**config.mk**
```make
export PLATFORM = sky130hd
export DESIGN_NAME = cell_cfg_loader_flat
export DESIGN_NICKNAME = d
export VERILOG_FILES = /design/src/rtl/clb_cfg_pkg.sv /design/src/rtl/cell_cfg_loader_if.sv /design/src/rtl/cell_cfg_regbank.sv /design/src/rtl/cell_cfg_loader.sv /design/src/flat_wrapper.sv
export SDC_FILE = /design/constraint.sdc
export NUM_CORES = 1
export LEC_CHECK = 0
export CAP_MARGIN = 20
export CORE_UTILIZATION = 45
export CTS_CLUSTER_DIAMETER = 50
export CTS_CLUSTER_SIZE = 16
export DETAILED_ROUTE_END_ITERATION = 8
export PLACE_DENSITY = 0.75
export SKIP_CTS_REPAIR_TIMING = 1
export SLEW_MARGIN = 5
export SYNTH_ARGS = -nofsm -noshare
export SYNTH_HDL_FRONTEND = slang
export SYNTH_SLANG_ARGS = --single-unit
export TNS_END_PERCENT = 10
```
**constraint.sdc**
```tcl
create_clock -name clk -period 3.9 [get_ports clk]
set_clock_uncertainty 0.2 [all_clocks]
set_input_delay 1.17 -clock clk [delete_from_list [all_inputs] [get_ports clk]]
set_output_delay 1.17 -clock clk [all_outputs]
set_load 0.01 [all_outputs]
```
**src/rtl/clb_cfg_pkg.sv**
```systemverilog
`default_nettype none
// ============================================================================
// Package : clb_cfg_pkg
// Desc    : Shared constants, field offsets and FSM encoding for the cell
//           configuration loader.
// Rev     : 1.0
// ============================================================================
package clb_cfg_pkg;

    localparam int CFG_W    = 9;
    localparam int BYP_BIT  = 8;
    localparam int SEL0_LSB = 5;
    localparam int SEL1_LSB = 2;
    localparam int OP_LSB   = 0;

    localparam logic [1:0] OP_SLL = 2'd0;
    localparam logic [1:0] OP_SRL = 2'd1;
    localparam logic [1:0] OP_SRA = 2'd2;
    localparam logic [1:0] OP_XOR = 2'd3;

    typedef enum logic [1:0] {
        ST_IDLE   = 2'd0,
        ST_LOAD   = 2'd1,
        ST_COMMIT = 2'd2
    } state_t;

endpackage
`default_nettype wire

```
**src/rtl/cell_cfg_loader_if.sv**
```systemverilog
`default_nettype none
// ============================================================================
// Interface : cell_cfg_loader_if
// Desc      : Config word stream plus control/status for cell_cfg_loader.
//             Optional: CFG_PARITY_EN adds cfg_par (even parity on cfg_data).
// Rev       : 1.0
// ============================================================================
interface cell_cfg_loader_if #(
    parameter int CFG_W = 9
);
    logic             cfg_start;
    logic             cfg_abort;
    logic             cfg_valid;
    logic             cfg_ready;
    logic [CFG_W-1:0] cfg_data;
    logic             cfg_last;
`ifdef CFG_PARITY_EN
    logic             cfg_par;
`endif
    logic             cfg_busy;
    logic             cfg_done;
    logic             cfg_err;

    modport master (
`ifdef CFG_PARITY_EN
        output cfg_par,
`endif
        output cfg_start, cfg_abort, cfg_valid, cfg_data, cfg_last,
        input  cfg_ready, cfg_busy, cfg_done, cfg_err
    );

    modport slave (
`ifdef CFG_PARITY_EN
        input  cfg_par,
`endif
        input  cfg_start, cfg_abort, cfg_valid, cfg_data, cfg_last,
        output cfg_ready, cfg_busy, cfg_done, cfg_err
    );
endinterface
`default_nettype wire

```
**src/rtl/cell_cfg_regbank.sv**
```systemverilog
`default_nettype none
// ============================================================================
// Module : cell_cfg_regbank
// Desc   : Shadow/active config arrays; commit copies all cells in one edge.
// Rev    : 1.0
// ============================================================================
module cell_cfg_regbank #(
    parameter int NUM_CELLS = 8,
    parameter int CFG_W     = 9,
    parameter int IDX_W     = $clog2(NUM_CELLS)
) (
    input  wire logic                   clk,
    input  wire logic                   rst_n,
    input  wire logic                   we,
    input  wire logic [IDX_W-1:0]       widx,
    input  wire logic [CFG_W-1:0]       wdata,
    input  wire logic                   commit,
    output logic [NUM_CELLS-1:0]        byPass,
    output logic [3*NUM_CELLS-1:0]      sel0,
    output logic [3*NUM_CELLS-1:0]      sel1,
    output logic [2*NUM_CELLS-1:0]      selOp
);
    import clb_cfg_pkg::*;

    // Reset config: bypass set, every select zero, so each cell passes in0
    localparam logic [CFG_W-1:0] c_RST_WORD = (CFG_W'(1) << BYP_BIT)
                                            | (CFG_W'(OP_SLL) << OP_LSB);

    logic [CFG_W-1:0] r_shadow [NUM_CELLS];
    logic [CFG_W-1:0] r_active [NUM_CELLS];

    always_ff @(posedge clk or negedge rst_n) begin
        if (!rst_n) begin
            for (int i = 0; i < NUM_CELLS; i++) begin
                r_shadow[i] <= '0;
                r_active[i] <= c_RST_WORD;
            end
        end else begin
            if (we)
                r_shadow[widx] <= wdata;
            if (commit)
                r_active <= r_shadow;
        end
    end

    for (genvar gi = 0; gi < NUM_CELLS; gi++) begin : g_cell
        assign byPass[gi]        = r_active[gi][BYP_BIT];
        assign sel0[3*gi +: 3]   = r_active[gi][SEL0_LSB +: 3];
        assign sel1[3*gi +: 3]   = r_active[gi][SEL1_LSB +: 3];
        assign selOp[2*gi +: 2]  = r_active[gi][OP_LSB +: 2];
    end

endmodule
`default_nettype wire

```
**src/rtl/cell_cfg_loader.sv**
```systemverilog
`default_nettype none
// ============================================================================
// Module : cell_cfg_loader
// Desc   : Streams per-cell config words into a shadow bank and commits them
//          atomically. Optional: CFG_PARITY_EN enables cfg_par checking.
// Rev    : 1.0
// ============================================================================
module cell_cfg_loader #(
    parameter int NUM_CELLS = 8,
    parameter int CFG_W     = clb_cfg_pkg::CFG_W,
    parameter int IDX_W     = $clog2(NUM_CELLS)
) (
    input  wire logic               clk,
    input  wire logic               rst_n,
    cell_cfg_loader_if.slave        cfg,
    output logic [NUM_CELLS-1:0]    byPass,
    output logic [3*NUM_CELLS-1:0]  sel0,
    output logic [3*NUM_CELLS-1:0]  sel1,
    output logic [2*NUM_CELLS-1:0]  selOp
);
    import clb_cfg_pkg::*;

    state_t           r_state, w_state_nxt;
    logic [IDX_W-1:0] r_idx, w_idx_nxt;
    logic             r_err, w_err_nxt;
    logic             r_done, w_done_nxt;
    logic             w_we, w_commit, w_par_bad, w_idx_last;

`ifdef CFG_PARITY_EN
    assign w_par_bad = ^{cfg.cfg_data, cfg.cfg_par};
`else
    assign w_par_bad = 1'b0;
`endif

    assign w_idx_last = (r_idx == IDX_W'(NUM_CELLS - 1));

    always_ff @(posedge clk or negedge rst_n) begin
        if (!rst_n) begin
            r_state <= ST_IDLE;
            r_idx   <= '0;
            r_err   <= 1'b0;
            r_done  <= 1'b0;
        end else begin
            r_state <= w_state_nxt;
            r_idx   <= w_idx_nxt;
            r_err   <= w_err_nxt;
            r_done  <= w_done_nxt;
        end
    end

    always_comb begin
        w_state_nxt = r_state;
        w_idx_nxt   = r_idx;
        w_err_nxt   = 1'b0;
        w_done_nxt  = 1'b0;
        w_we        = 1'b0;
        w_commit    = 1'b0;
        case (r_state)
            ST_IDLE: begin
                if (cfg.cfg_start) begin
                    w_state_nxt = ST_LOAD;
                    w_idx_nxt   = '0;
                end
            end
            ST_LOAD: begin
                // Abort outranks any transfer or framing outcome in the same cycle
                if (cfg.cfg_abort) begin
                    w_state_nxt = ST_IDLE;
                    w_idx_nxt   = '0;
                end else if (cfg.cfg_valid) begin
                    if (w_par_bad) begin
                        w_err_nxt   = 1'b1;
                        w_state_nxt = ST_IDLE;
                        w_idx_nxt   = '0;
                    end else begin
                        w_we = 1'b1;
                        if (w_idx_last && cfg.cfg_last) begin
                            w_state_nxt = ST_COMMIT;
                            w_idx_nxt   = '0;
                        end else if (w_idx_last || cfg.cfg_last) begin
                            w_err_nxt   = 1'b1;
                            w_state_nxt = ST_IDLE;
                            w_idx_nxt   = '0;
                        end else begin
                            w_idx_nxt = r_idx + 1'b1;
                        end
                    end
                end
            end
            ST_COMMIT: begin
                w_commit    = 1'b1;
                w_done_nxt  = 1'b1;
                w_state_nxt = ST_IDLE;
            end
            default: begin
                w_state_nxt = ST_IDLE;
                w_idx_nxt   = '0;
            end
        endcase
    end

    assign cfg.cfg_ready = (r_state == ST_LOAD);
    assign cfg.cfg_busy  = (r_state != ST_IDLE);
    assign cfg.cfg_done  = r_done;
    assign cfg.cfg_err   = r_err;

    cell_cfg_regbank #(
        .NUM_CELLS (NUM_CELLS),
        .CFG_W     (CFG_W),
        .IDX_W     (IDX_W)
    ) u_regbank (
        .clk    (clk),
        .rst_n  (rst_n),
        .we     (w_we),
        .widx   (r_idx),
        .wdata  (cfg.cfg_data),
        .commit (w_commit),
        .byPass (byPass),
        .sel0   (sel0),
        .sel1   (sel1),
        .selOp  (selOp)
    );

endmodule
`default_nettype wire

```
**src/flat_wrapper.sv**
```systemverilog
// flat-port wrapper written by rule: the top's interface ports become plain ports
module cell_cfg_loader_flat import clb_cfg_pkg::*;
#(
    parameter int NUM_CELLS = 8,
    parameter int CFG_W     = clb_cfg_pkg::CFG_W,
    parameter int IDX_W     = $clog2(NUM_CELLS)
)
  (clk, rst_n, byPass, sel0, sel1, selOp, cfg_cfg_start, cfg_cfg_abort, cfg_cfg_valid, cfg_cfg_data, cfg_cfg_last, cfg_cfg_ready, cfg_cfg_busy, cfg_cfg_done, cfg_cfg_err);
  cell_cfg_loader_if #(.CFG_W(CFG_W)) cfg_i ();
  input  wire logic clk;
  input  wire logic rst_n;
  output logic [NUM_CELLS-1:0] byPass;
  output logic [3*NUM_CELLS-1:0] sel0;
  output logic [3*NUM_CELLS-1:0] sel1;
  output logic [2*NUM_CELLS-1:0] selOp;
  input wire logic [$bits(cfg_i.cfg_start)-1:0] cfg_cfg_start;
  input wire logic [$bits(cfg_i.cfg_abort)-1:0] cfg_cfg_abort;
  input wire logic [$bits(cfg_i.cfg_valid)-1:0] cfg_cfg_valid;
  input wire logic [$bits(cfg_i.cfg_data)-1:0] cfg_cfg_data;
  input wire logic [$bits(cfg_i.cfg_last)-1:0] cfg_cfg_last;
  output wire logic [$bits(cfg_i.cfg_ready)-1:0] cfg_cfg_ready;
  output wire logic [$bits(cfg_i.cfg_busy)-1:0] cfg_cfg_busy;
  output wire logic [$bits(cfg_i.cfg_done)-1:0] cfg_cfg_done;
  output wire logic [$bits(cfg_i.cfg_err)-1:0] cfg_cfg_err;
  assign cfg_i.cfg_start = cfg_cfg_start;
  assign cfg_i.cfg_abort = cfg_cfg_abort;
  assign cfg_i.cfg_valid = cfg_cfg_valid;
  assign cfg_i.cfg_data = cfg_cfg_data;
  assign cfg_i.cfg_last = cfg_cfg_last;
  assign cfg_cfg_ready = cfg_i.cfg_ready;
  assign cfg_cfg_busy = cfg_i.cfg_busy;
  assign cfg_cfg_done = cfg_i.cfg_done;
  assign cfg_cfg_err = cfg_i.cfg_err;
  cell_cfg_loader #(.NUM_CELLS(NUM_CELLS), .CFG_W(CFG_W), .IDX_W(IDX_W)) u_core (.clk(clk), .rst_n(rst_n), .cfg(cfg_i), .byPass(byPass), .sel0(sel0), .sel1(sel1), .selOp(selOp));
endmodule
```
==> results of run 1 <==
[where the power goes]
part / internal, mW / switching [mW]
Combinational: 0.0781 / 0.0760
Clock: 0.979 / 0.573
Sequential: 1.63 / 0.0361
Total: 2.69 / 0.685
[final cells by class]
type                            count  area, um2  area share, %
Multi-Input combinational cell    177       1940           25.9
Sequential cell                   151       3790           50.7
Clock inverter                      3       40.0          0.536
Tap cell                          172        215           2.88
Timing Repair Buffer               95        952           12.7
Clock buffer                       29        531           7.10
Inverter                            3       11.3          0.151
[sequential cells by signal (all words and copies together) (netlist names)]
name / count
u_core.u_regbank.sel1: 24
u_core.cfg.cfg_err: 1
u_core.cfg.cfg_done: 1
u_core.u_regbank.selOp: 16
u_core.r_state: 2
u_core.u_regbank.byPass: 8
u_core.u_regbank.sel0: 24
u_core.r_idx: 3
u_core.u_regbank.r_shadow: 72
[worst max path at each step]
stage                                   from                                        end  slack, ns  depth (start not counted)
6_report                       cfg_cfg_abort  u_core.u_regbank.r_shadow[46]$_DFFE_PN0P_       0.87                          4
5_1_grt        u_core.r_state[0]$_DFFE_PN0P_                              cfg_cfg_ready       0.80                          3
4_1_cts        u_core.r_state[0]$_DFFE_PN0P_                              cfg_cfg_ready       0.86                          3
3_5_place_dp                   cfg_cfg_abort  u_core.u_regbank.r_shadow[46]$_DFFE_PN0P_       0.45                          4
3_3_place_gp                   cfg_cfg_abort  u_core.u_regbank.r_shadow[49]$_DFFE_PN0P_       0.50                          4
2_1_floorplan                  cfg_cfg_abort  u_core.u_regbank.r_shadow[45]$_DFFE_PN0P_       1.17                          5
[layer usage]
metal / part of all wire (%) / routed length (um) / vias up / GRT usage (%)
met2: 47 / 5270 / 72 / 28.9
met5: 0 / 0 / - / 0
met1: 46 / 5180 / 1661 / 24.5
met4: 1.0 / 117 / 0 / 6.15
met3: 5.3 / 597 / 12 / 6.80
li1: - / - / 1431 / -
[synthesized netlist by cell type]
master,number,area (um2)
a21oi_1,1,5.00
and4bb_2,1,12.5
buf_6,2,22.5
nor3_1,2,10.0
nor3_2,1,10.0
nand3b_1,1,7.51
nor4b_4,1,23.8
dfstp_2,8,210
nor2b_1,1,6.26
inv_1,3,11.3
mux2_4,9,135
dfrtp_1,143,3580
o22a_1,1,8.76
buf_2,9,45.0
or4b_4,1,13.8
ha_1,4,50.1
nand3_1,2,10.0
nand4bb_1,1,11.3
and2_1,2,12.5
a21o_1,1,7.51
nand2b_1,2,12.5
mux2_2,135,1520
nand2_1,1,3.75
a22o_1,2,17.5
a211o_1,1,8.76
nor2_2,1,6.26
clkbuf_1,3,11.3
or2_2,1,6.26
and4b_1,2,20.0
nor2_1,3,11.3
[through the flow]
stage	power, mW	hold WS (ns)
floorplan	1.76	0.274
global placement	1.84	0.282
detailed placement	1.85	0.290
CTS	3.41	0.302
global route	3.50	0.309
finish	3.37	0.297
[kinds of logic after synthesis]
logic type      share of synthesized area [%]
compound gates                          0.819
simple gates                             3.06
mux                                      28.5
fa+ha+maj                               0.862
buf+inv                                  1.55
flops                                    65.2
==> impl_metrics.toml, run 1 <==
[setup_path]
criticalPathCategory = "input port to flip-flop"
worst_path_dominant_cell_family = "simple AND/OR/NAND/NOR gates"
cp.required_ns = 4.00
slowest_stage = "or4b_4"
r2r_cells = 3
worstReg2RegStart = "u_core.r_state[1]$_DFFE_PN0P_"
crit_arrival_ns = 3.12
r2r_slack_ns = 1.62
max_stage_delay_ns = 0.73
crit_fanout = 9
crit_chain = "clkdlybuf4s50_1 > nand4bb_1 > or4b_4 > mux2_4"
cp-start-kind = "input port"
cp-end-kind = "flip-flop"
cp_num_buf_inv = 1
timing.rr.end = "u_core.u_regbank.r_shadow[46]$_DFFE_PN0P_"

[final_layout]
final_cell_mix = "dfrtp_1 (143), mux2_2 (135), clkdlybuf4s50_1 (89)"
layout.nets = 464
final_common_cell = "dfrtp_1"
final_area_um2 = 7480
final_util_pct = 59.2
drive_gt1_share_pct = 41.7
final_cells = 630
synthToLayoutAreaGrowth_pct = 28.7
fillCellCount = 1025
antenna_cells = 0

[job]
cap_violations = 0

[clocking]
cts_sinks = 151
clkTransAtPathRegs_ns = 0.06
cts_root_buffer = "clkbuf_16"
cts_tree = "done"
htree_levels = 4
cts_made_buffers = 17
cts_max_path_buffers = 2
insertion_delay_ns = 0.42

[timing]
final_hold_viol_count = 0
rsz0062_at_grt = "false"
worst_slew_pin_slew_ns = 0.983
setup_tns_ns = 0
period_share_pct = 77.7
post-route-min-period_ns = 3.03
relSlewSlack_pct = 34.5
drv_slew = 0
fmaxAchievable_ghz = 0.330
setup_violations = 0
worst_slack_ns = 0.872

[floorplanning]
placement_rows = 41
initial_core_util_pct = 46.0
coreArea_um2 = 12600
top_level_ports = 91
die_w_um = 116
die-area_um2 = 13400
die_h_um = 116

[synth]
synth.avg_cell_area_um2 = 16.8
synth-seq-area-share_pct = 65.2
yosys_warnings = 0
synth_fp_nets = 364
syn_area_um2 = 5810
synth_seq_cells = 151
netlist-cell-type-count = 30
synthCells = 345

[min_path]
holdPathEnd = "u_core.u_regbank.sel0[18]$_DFFE_PN0P_"
min_from = "u_core.u_regbank.r_shadow[14]$_DFFE_PN0P_"
hold_path_class = "flip-flop to flip-flop"
holdPathStages = 1

[detailed_routing]
firstDrtPassIters = 4
drc = 0
drt_iter0_drc = 174
detail-route-antenna-nets = 0
wl_per_cell_um = 17.7
avgViaCountPerCell = 5.04
vias = 3176
drt-total-wl_um = 11200

[placement]
port_buffers = 90
postPlaceCellArea_um2 = 6910
dp.cells = 598
place_hpwl_um = 7200
gp_congestion = 0.698
pre_cts_ws_ns = 0.450

[pwr]
p_leak_nw = 3.60
power_density_nw_per_um2 = 451
peakVddDrop_mv = 0.316

[run_status]
status = "complete, no violations"

[global_routing]
grt_start_max_net_pins = 74
grt_use_total_pct = 18.6
antenna_found_initial = 0
grt_pass1_vias = 3405
grt_overflow = 0
grt_pass1_wl_um = 18100
Note: power is estimated with default switching activity, not from simulation.
==> run 2: changes to the inputs <==
clock period = 2.92 ns   (was 3.9 ns; I/O delays follow)
==> impl_metrics.toml, run 2 (synthesized netlist as in run 1, its figures left out) <==
[clocking]
htree_levels = 4
cts_made_buffers = 17
cts_root_buffer = "clkbuf_16"
cts_sinks = 151
insertion_delay_ns = 0.41
cts_tree = "done"
clkTransAtPathRegs_ns = 0.06
cts_max_path_buffers = 2

[pwr]
power.total_mw = 4.75
sw_frac_of_total_pct = 19.9
pwr-share-clk_pct = 48.6
combinationalPowerShare_pct = 4.5
seqPwrFrac_pct = 46.9
switchingPower_mw = 0.944
p_leak_nw = 3.69
power_density_nw_per_um2 = 619
internal_power_mw = 3.81
peakVddDrop_mv = 0.364

[setup_path]
crit_arrival_ns = 1.66
worstReg2RegStart = "u_core.r_state[1]$_DFFE_PN0P_"
timing.rr.end = "u_core.u_regbank.sel1[5]$_DFFE_PN0P_"
criticalPathCategory = "flip-flop to primary output"
max_stage_delay_ns = 0.48
worst_path_dominant_cell_family = "buffers and inverters"
r2r_slack_ns = 0.84
cp_num_buf_inv = 1
r2r_cells = 3
crit_chain = "or2_2 > clkdlybuf4s50_1"
cp-end-kind = "primary output"
crit_fanout = 8
slowest_stage = "clkdlybuf4s50_1"
cp-start-kind = "flip-flop"
cp.required_ns = 1.84

[final_layout]
fillCellCount = 995
regMostFlops = "u_core.u_regbank.r_shadow"
ff_latch_area_um2 = 3790
antenna_cells = 0
largest_reg_flops = 72
multiInputGateArea_um2 = 1940
drive_gt1_share_pct = 43.3
layout.nets = 472
final_cell_mix = "dfrtp_1 (143), mux2_2 (135), clkdlybuf4s50_1 (89)"
final_common_cell = "dfrtp_1"
synthToLayoutAreaGrowth_pct = 32.1

[job]
cap_violations = 0

[floorplanning]
coreArea_um2 = 12600
top_level_ports = 91
die-area_um2 = 13400
initial_core_util_pct = 46.0
die_w_um = 116
placement_rows = 41
die_h_um = 116

[detailed_routing]
drt_iter0_drc = 98
avgViaCountPerCell = 5.04
wl_per_cell_um = 18.3
drt-total-wl_um = 11700
drc = 0
detail-route-antenna-nets = 0
firstDrtPassIters = 4
vias = 3213

[timing]
period_share_pct = 93.7
rsz0062_at_grt = "false"
worst_slack_ns = 0.184
relSlewSlack_pct = 52.8
drv_slew = 0
final_hold_viol_count = 0
setup_violations = 0
worst_slew_pin_slew_ns = 0.707
post-route-min-period_ns = 2.74
fmaxAchievable_ghz = 0.365

[global_routing]
grt_overflow = 0
grt_pass1_vias = 3407
grt_start_max_net_pins = 57
grt_pass1_wl_um = 18500
antenna_found_initial = 0
grt_use_total_pct = 19.2

[placement]
place_hpwl_um = 7630
port_buffers = 90
gp_congestion = 0.735
pre_cts_ws_ns = -0.0266

[run_status]
status = "complete, no violations"

[min_path]
hold_path_class = "input port to asynchronous set/reset pin"
run 2: cell count changes in the layout (fill, tap and decap cells not counted), sizes merged:
cell,previous run,this run
buf,6,14
clkbuf,29,24
bufinv,1,4
clkinv,2,4
run 2: worst max path at each step:
stage | to | slack (ns) | depth (start not counted) | from
final | cfg_cfg_busy | 0.18 | 2 | u_core.r_state[1]$_DFFE_PN0P_
after global placement | u_core.u_regbank.r_shadow[35]$_DFFE_PN0P_ | 0.02 | 6 | cfg_cfg_abort
after CTS | cfg_cfg_busy | 0.16 | 2 | u_core.r_state[1]$_DFFE_PN0P_
after detailed placement | u_core.u_regbank.r_shadow[33]$_DFFE_PN0P_ | -0.03 | 6 | cfg_cfg_abort
after floorplan | u_core.u_regbank.r_shadow[45]$_DFFE_PN0P_ | 0.49 | 5 | cfg_cfg_abort
after global routing | cfg_cfg_busy | 0.14 | 2 | u_core.r_state[1]$_DFFE_PN0P_
run 2: per-layer routing:
layer	wire length, um	track usage, %	vias up
met3	590	5.13	13
met5	0	0	-
li1	-	-	1447
met1	5290	25.5	1679
met4	133	8.21	0
met2	5660	30.1	74
run 2: final cells by class:
cell class              instances  area share, %
repair buffers                103           14.2
clock buffers                  24           6.41
clock inverters                 8           1.87
inverters                       3          0.147
multi-input cells             177           25.2
well taps                     172           2.80
flip-flops and latches        151           49.4
run 2: per-stage QoR:
step / utilization, % / hold WS (ns) / TNS, ns / instances / area (um2)
global route: 60.8 / 0.178 / 0 / 638 / 7680
detailed placement: 55.8 / 0.288 / -0.166 / 606 / 7040
finish: 60.8 / 0.173 / 0 / 638 / 7680
floorplan: - / 0.274 / 0 / 345 / 5810
global placement: 55.8 / 0.281 / 0 / 606 / 7040
CTS: 60.8 / 0.162 / 0 / 638 / 7680
run 2: power by group through the flow:
stage	clock network (mW)	registers [mW]	logic, mW
after floorplan	0	2.24	0.108
after global placement	0	2.26	0.208
after detailed placement	0	2.27	0.218
after CTS	2.35	2.23	0.219
after global routing	2.45	2.24	0.235
final	2.31	2.23	0.213
